==> src/rtl/regfile_mp.sv <==
// Multi-read-port register file with byte-enabled write and a pending-write scoreboard.
// Define REGFILE_MP_BYPASS_EN to forward a same-cycle write to matching read ports.
module regfile_mp #(
    parameter int          DATA_W  = 32,
    parameter int          ADDR_W  = 5,
    parameter int          NUM_RD  = 3,
    parameter int          SP_IDX  = 29,
    parameter logic [31:0] SP_INIT = 32'h100
) (
    input  logic                     clk,
    input  logic                     rst,
    input  logic                     we,
    input  logic [ADDR_W-1:0]        wa,
    input  logic [DATA_W-1:0]        wd,
    input  logic [DATA_W/8-1:0]      wbe,
    input  logic                     rsv,
    input  logic [ADDR_W-1:0]        rsv_a,
    input  logic [NUM_RD*ADDR_W-1:0] ra,
    output logic [NUM_RD*DATA_W-1:0] rd,
    output logic [NUM_RD-1:0]        busy,
    output logic                     any_busy
);

    localparam int                DEPTH  = 2 ** ADDR_W;
    localparam int                NBYTES = DATA_W / 8;
    localparam logic [DATA_W-1:0] SP_VAL = DATA_W'(SP_INIT);

    logic [DATA_W-1:0] mem [DEPTH];
    logic [DEPTH-1:0]  pend;
    logic              wr_en;
    logic              rsv_en;

    assign wr_en  = we && (wa != '0);
    assign rsv_en = rsv && (rsv_a != '0);

    always_ff @(posedge clk or posedge rst) begin
        if (rst) begin
            for (int i = 0; i < DEPTH; i++) begin
                mem[i] <= (i == SP_IDX) ? SP_VAL : '0;
            end
        end else if (wr_en) begin
            for (int b = 0; b < NBYTES; b++) begin
                if (wbe[b]) begin
                    mem[wa][b*8 +: 8] <= wd[b*8 +: 8];
                end
            end
        end
    end

    // The reserve is scheduled after the clear so a same-register reserve wins.
    always_ff @(posedge clk or posedge rst) begin
        if (rst) begin
            pend <= '0;
        end else begin
            if (wr_en) begin
                pend[wa] <= 1'b0;
            end
            if (rsv_en) begin
                pend[rsv_a] <= 1'b1;
            end
        end
    end

    assign any_busy = |pend;

`ifdef REGFILE_MP_BYPASS_EN
    logic [DATA_W-1:0] merged;

    always_comb begin
        merged = mem[wa];
        for (int b = 0; b < NBYTES; b++) begin
            if (wbe[b]) begin
                merged[b*8 +: 8] = wd[b*8 +: 8];
            end
        end
    end
`endif

    for (genvar k = 0; k < NUM_RD; k++) begin : g_rd
        logic [ADDR_W-1:0] addr;
        logic [DATA_W-1:0] word;

        assign addr = ra[k*ADDR_W +: ADDR_W];
`ifdef REGFILE_MP_BYPASS_EN
        assign word = (wr_en && !rst && (addr == wa)) ? merged : mem[addr];
`else
        assign word = mem[addr];
`endif
        assign rd[k*DATA_W +: DATA_W] = (addr == '0) ? '0 : word;
        assign busy[k]                = pend[addr];
    end

endmodule

==> config.mk <==
export PLATFORM = sky130hd
export DESIGN_NAME = regfile_mp
export DESIGN_NICKNAME = d
export VERILOG_FILES = /design/src/rtl/regfile_mp.sv
export SDC_FILE = /design/constraint.sdc
export NUM_CORES = 2
export LEC_CHECK = 0
export ABC_CLOCK_PERIOD_IN_PS = 29800
export CAP_MARGIN = 20
export CORE_ASPECT_RATIO = 0.7
export CORE_MARGIN = 2
export CORE_UTILIZATION = 45
export CTS_BUF_LIST = sky130_fd_sc_hd__clkbuf_2 sky130_fd_sc_hd__clkbuf_4 sky130_fd_sc_hd__clkbuf_8
export CTS_CLUSTER_DIAMETER = 30
export CTS_CLUSTER_SIZE = 24
export DETAILED_ROUTE_END_ITERATION = 7
export PLACE_DENSITY = 0.6
export SLEW_MARGIN = 20
export SYNTH_ARGS = -nofsm -noshare
export SYNTH_HDL_FRONTEND = slang
export SYNTH_SLANG_ARGS = --single-unit
==> constraint.sdc <==
create_clock -name clk -period 29.8 [get_ports clk]
set_input_delay 2.98 -clock clk [delete_from_list [all_inputs] [get_ports clk]]
set_output_delay 2.98 -clock clk [all_outputs]
set_load 0.005 [all_outputs]
# Word level (Yosys, flattened, before mapping)
# Index checks and enable logic that the tools add are counted.
[totals] regBits=1056 in_bits=65 out_inout_bits=100
[classes] n_lt_le_gt_ge=12 muxes=43 bitwise=7 reduce_logical=11
[ops] operator="$mux 1024" n=7
[ops] operator="$bwmux 1024" n=4
[ops] operator="$demux 32 s5" n=4
[ops] operator="$bmux 32 s5" n=3
[ops] operator="$mux 32" n=12
[ops] operator="$and 32x32->32" n=1
[ops] operator="$not 32->32" n=1
[ops] operator="$or 32x32->32" n=1
[ops] operator="$reduce_or 32->1" n=1
[ops] operator="$lt 5x6->1 const B" n=5
[ops] operator="$ge 6x6->1 const B" n=4
[ops] operator="$mux 24" n=1
[ops] operator="$not 5->6" n=4
[ops] operator="$mux 16" n=1
[ops] operator="$bmux 1 s5" n=3
[ops] operator="$logic_not 5->1" n=3
[ops] operator="$demux 1 s5" n=2
[ops] operator="$ge 5x1->1 const B" n=2
[ops] operator="$reduce_bool 5->1" n=2
[ops] operator="$mux 8" n=1
[ops] operator="$lt 6x1->1 const B" n=1
[ops] operator="$logic_and 1x1->1" n=5
[ops] operator="$mux 1" n=5

# Depth between registers and ports, before layout
[logic_depth] depth_word=16 depth_mapped=10 mapped_depth_nobuf=4

# Worst setup path before layout
# No wires, ideal clock.
[synth_path] path_type="input -> output" startpoint="input ra[2]" endpoint="output rd[5]" arrival_time_ns=4.687 required_time_ns=26.820 path_slack_ns=22.133 stages=7 path_buffers=3 path_cell_list="buf_2 buf_2 buf_1 mux4_2 a22o_1 a2111oi_0 nor3_1"
[synth_via] elab_chain_cells=5 elab_cells_between_ends=6 cone_classes="4 x mux; 1 x bitwise; 1 x reduce/logical"
[synth_rtl] element="start: declaration" line="18" rtl="input logic [NUM_RD*ADDR_W-1:0] ra,"
[synth_rtl] element="$not 5->6 (not written as such)" line="87" rtl="assign word = mem[addr];"
[synth_rtl] element="$bmux 32 s5" line="87"
[synth_rtl] element="$mux 32 (not written as such) (2 in a row)" line="87"
[synth_rtl] element="$mux 32 *" line="89" rtl="assign rd[k*DATA_W +: DATA_W] = (addr == '0) ? '0 : word;"
[synth_rtl] element="end: declaration" line="19" rtl="output logic [NUM_RD*DATA_W-1:0] rd,"
# Every way passes the cells marked *; elsewhere a longest branch is shown, timed or not. The select of a mux whose other input is x is not followed.

# Worst setup path after layout
[layout_path] startpoint="input ra[0]" endpoint="output rd[5]"
# The elaborated chain is that of the path after synthesis.

==> metrics <==
row cnt between 100 and 150; top area cells in the synthesized netlist dfrtp_1, mux4_2, mux2_2; Root Driver clkbuf_8; clk_skew 0 ps; leakage power between 30 and 40 nW; largest net degree at the start of global routing roughly 150; wire length on met2 106.1 mm; max-cap violations 0; First DRT Iteration DRCs 6,334; register area share after synthesis roughly two fifths; Non-Filler Instances between 6k and 7k; die footprint approximately 150,000 um^2; Switching Share between 30% and 40%; clock share of power 38.8%; CORE AREA around 140,000 um^2; Ys Warns 0; Post-synth EDFFs 0; CP Max Fanout 78; status complete, no violations; clock network latency to the later pin of the worst-skew pair around 950 ps; Final nets around 4.6k; worst min path class register to register; Logic pwr share about a fifth; drt total wl approximately 250 mm; count leader, synth mux2_2; Initial Util a little under half; Period minus WS final ~11,000 ps; Slew Viols, Final 0; Die Ht between 300 and 400 um; Fmax ~90 MHz; Worst Path Arrival between 8000 and 9000 ps; CTS resizes 0; final design utilization between 50% and 60%; Port Buf Inserts 164; Placer Congestion slightly above 0.9; post-synthesis async set-or-reset flop share 100.0%; cell taking the most area after synthesis dfrtp_1; crit end category output pin; switching pwr approximately 0.0013 W; Total Routing Usage GR 34.23%; Hold-fix buffers, CTS 0; worst path required time ~27,000 ps; TritonCTS buffer count a little over 200; WHS approximately 420 ps; largest family of logic cells by synthesized area multiplexers; RSZ-0062 raised after global routing false; synth unique cells slightly below 60; CTS Sinks around 1.1k; residual DRC count 0; fill cell count roughly 12k; worst setup path class input pin to output pin; Hold Vio Cnt, Final 0; HPWL Detailed 156.3 mm; Max Root-Sink Buffers 3; final setup margin between 15,000 and 20,000 ps; CTS tree built; Synth Area in XOR/XNOR 0%; post-synth top area share between 40% and 50%; internal power ~0.003 W; Seq cells post-synth roughly 1.1k; first-pass GRT wire length between 300 and 400 mm; crit path launch type input pin; PD cells 60.96 nW/um^2; post-synthesis net count about 4.6k; Simple-Gate Fraction of Synth Area 3.021%; Place WS 18,380 ps; # H-tree levels 4; mux contribution to synthesized area 45.61%; sequential group share of total power about two fifths; global route overflow 0; total number of vias between 40k and 50k; Max-Slew Margin vs Limit between 10% and 20%; synthesized instance count about 4.6k; layout cells sized above 1 between 40 and 50%; Syn-to-layout area delta 11.71%; Setup TNS 0 ps; wl on met1 between 100 and 150 mm; most frequent cells after synthesis mux2_2, dfrtp_1, mux4_2, clkbuf_1, mux2i_1; wire per inst between 30 and 40 um; Reg clk slew, reported paths around 60 ps; maximum vdd ir drop 52.45 uV; DRT Pass-1 Iters 6; Worst-Margin Slew about 1300 ps; met3 WL roughly 32 mm; Synth Cell Area around 65,000 um^2; average size of a mapped cell ~14 um^2; antenna violations before repair 22; fin crit share 38.38%; Detail Route Antenna Nets 0; compound-cell area share of the yosys netlist slightly above 7%; Inst Count DP about 6.2k; main flop type after synthesis dfrtp_1; vias per cell between 7 and 8; postcts setup bufs 0; Die X roughly 460 um; vias in the first global route between 40k and 50k; setup violators final 0; Adder-Cell Fraction of Synth Area 0%; IO Pins 165; DR top layer met5
-- critical path: stages --
cell and delay [ps]:
buf_8 590, buf_4 850, buf_4 770, buf_4 650, mux4_2 590, a22o_1 320, a2111oi_0 790, nor3_1 150
clkdlybuf4s50_1 490
-- metrics by stage --
| step | power [W] | instance area [um^2] |
|---|---|---|
| after detailed placement | 0.002698 | 67510 |
| final | 0.004406 | 72270 |
| after global placement | 0.002677 | 67500 |
| after global routing | 0.004558 | 72250 |
| after CTS | 0.004403 | 72320 |
| after floorplan | 0.002405 | 64700 |
-- cells by family (layout without fill, tap and decap cells) --
logic type,Yosys count,in the layout
buffers and inverters,476,654
other,0,18
flip-flops,1056,1056
AO/OA/AOI/OAI,643,643
multiplexers,1994,1994
AND/OR/NAND/NOR,384,384
-- placed cells by master (no fill, tap or decap), types with 8 or more instances in the layout --
cell type	n
clkinv_4	16
clkbuf_8	236
clkinv_2	33
a2111oi_0	12
buf_4	109
bufinv_16	24
o21ai_1	8
a22o_1	49
mux2_2	1076
or2_2	12
nor2b_1	17
a2111oi_1	17
mux4_2	653
nor2_1	35
inv_6	14
mux2i_1	242
nor4_1	8
clkdlybuf4s50_1	126
a22oi_1	67
o221ai_1	22
nand2_2	12
a311oi_1	65
clkinvlp_4	36
and2_1	64
o22ai_1	40
mux2_1	23
clkbuf_4	18
buf_2	26
a211oi_1	100
a221oi_1	66
nand2_1	151
o21ai_0	177
dfrtp_1	1055
nor3_1	27
diode_2	18
-- layer usage --
layer / vias up / GRT usage [%]
met5: - / 0.2946
met4: 8 / 16.39
met3: 681 / 11.86
met2: 3322 / 47.58
met1: 25070 / 47.76
li1: 18360 / -
-- flip-flops by register name (all words and copies together) (netlist names) --
| name | cells |
|---|---|
| pend | 32 |
| mem | 1024 |
-- layout make-up --
class                   instances  area, um^2  area share (%)
clock inverters               126        1459           2.019
clock buffers                 251        3342           4.624
multi-input cells            3021       36230           50.13
flip-flops and latches       1056       26430           36.57
well taps                    1888        2362           3.269
diodes                         18       45.04         0.06232
repair buffers                273        2381           3.295
inverters                       4       26.28         0.03636
-- final timing paths --
kind,startpoint,endpoint,slack [ps],cells past startpoint
setup reg to reg,mem[441],mem[441],28940,1
hold reg to reg,mem[1003],mem[1003],420,0
max in group asynchronous,rst,mem[996],23520,6
setup / recovery,ra[0],rd[5],18360,9
hold / removal,mem[1003],mem[1003],420,0
min in group asynchronous,rst,mem[649],2520,2
-- power by group through the flow --
stage	combinational [W]	sequential [W]	clock (W)
detailed placement	0.000857	0.00184	0
finish	0.000868	0.00183	0.00171
global placement	0.000844	0.00183	0
global route	0.000913	0.00185	0.00179
floorplan	0.000635	0.00177	0
CTS	0.000861	0.00182	0.00173
Power figures use the tool's default switching activity.
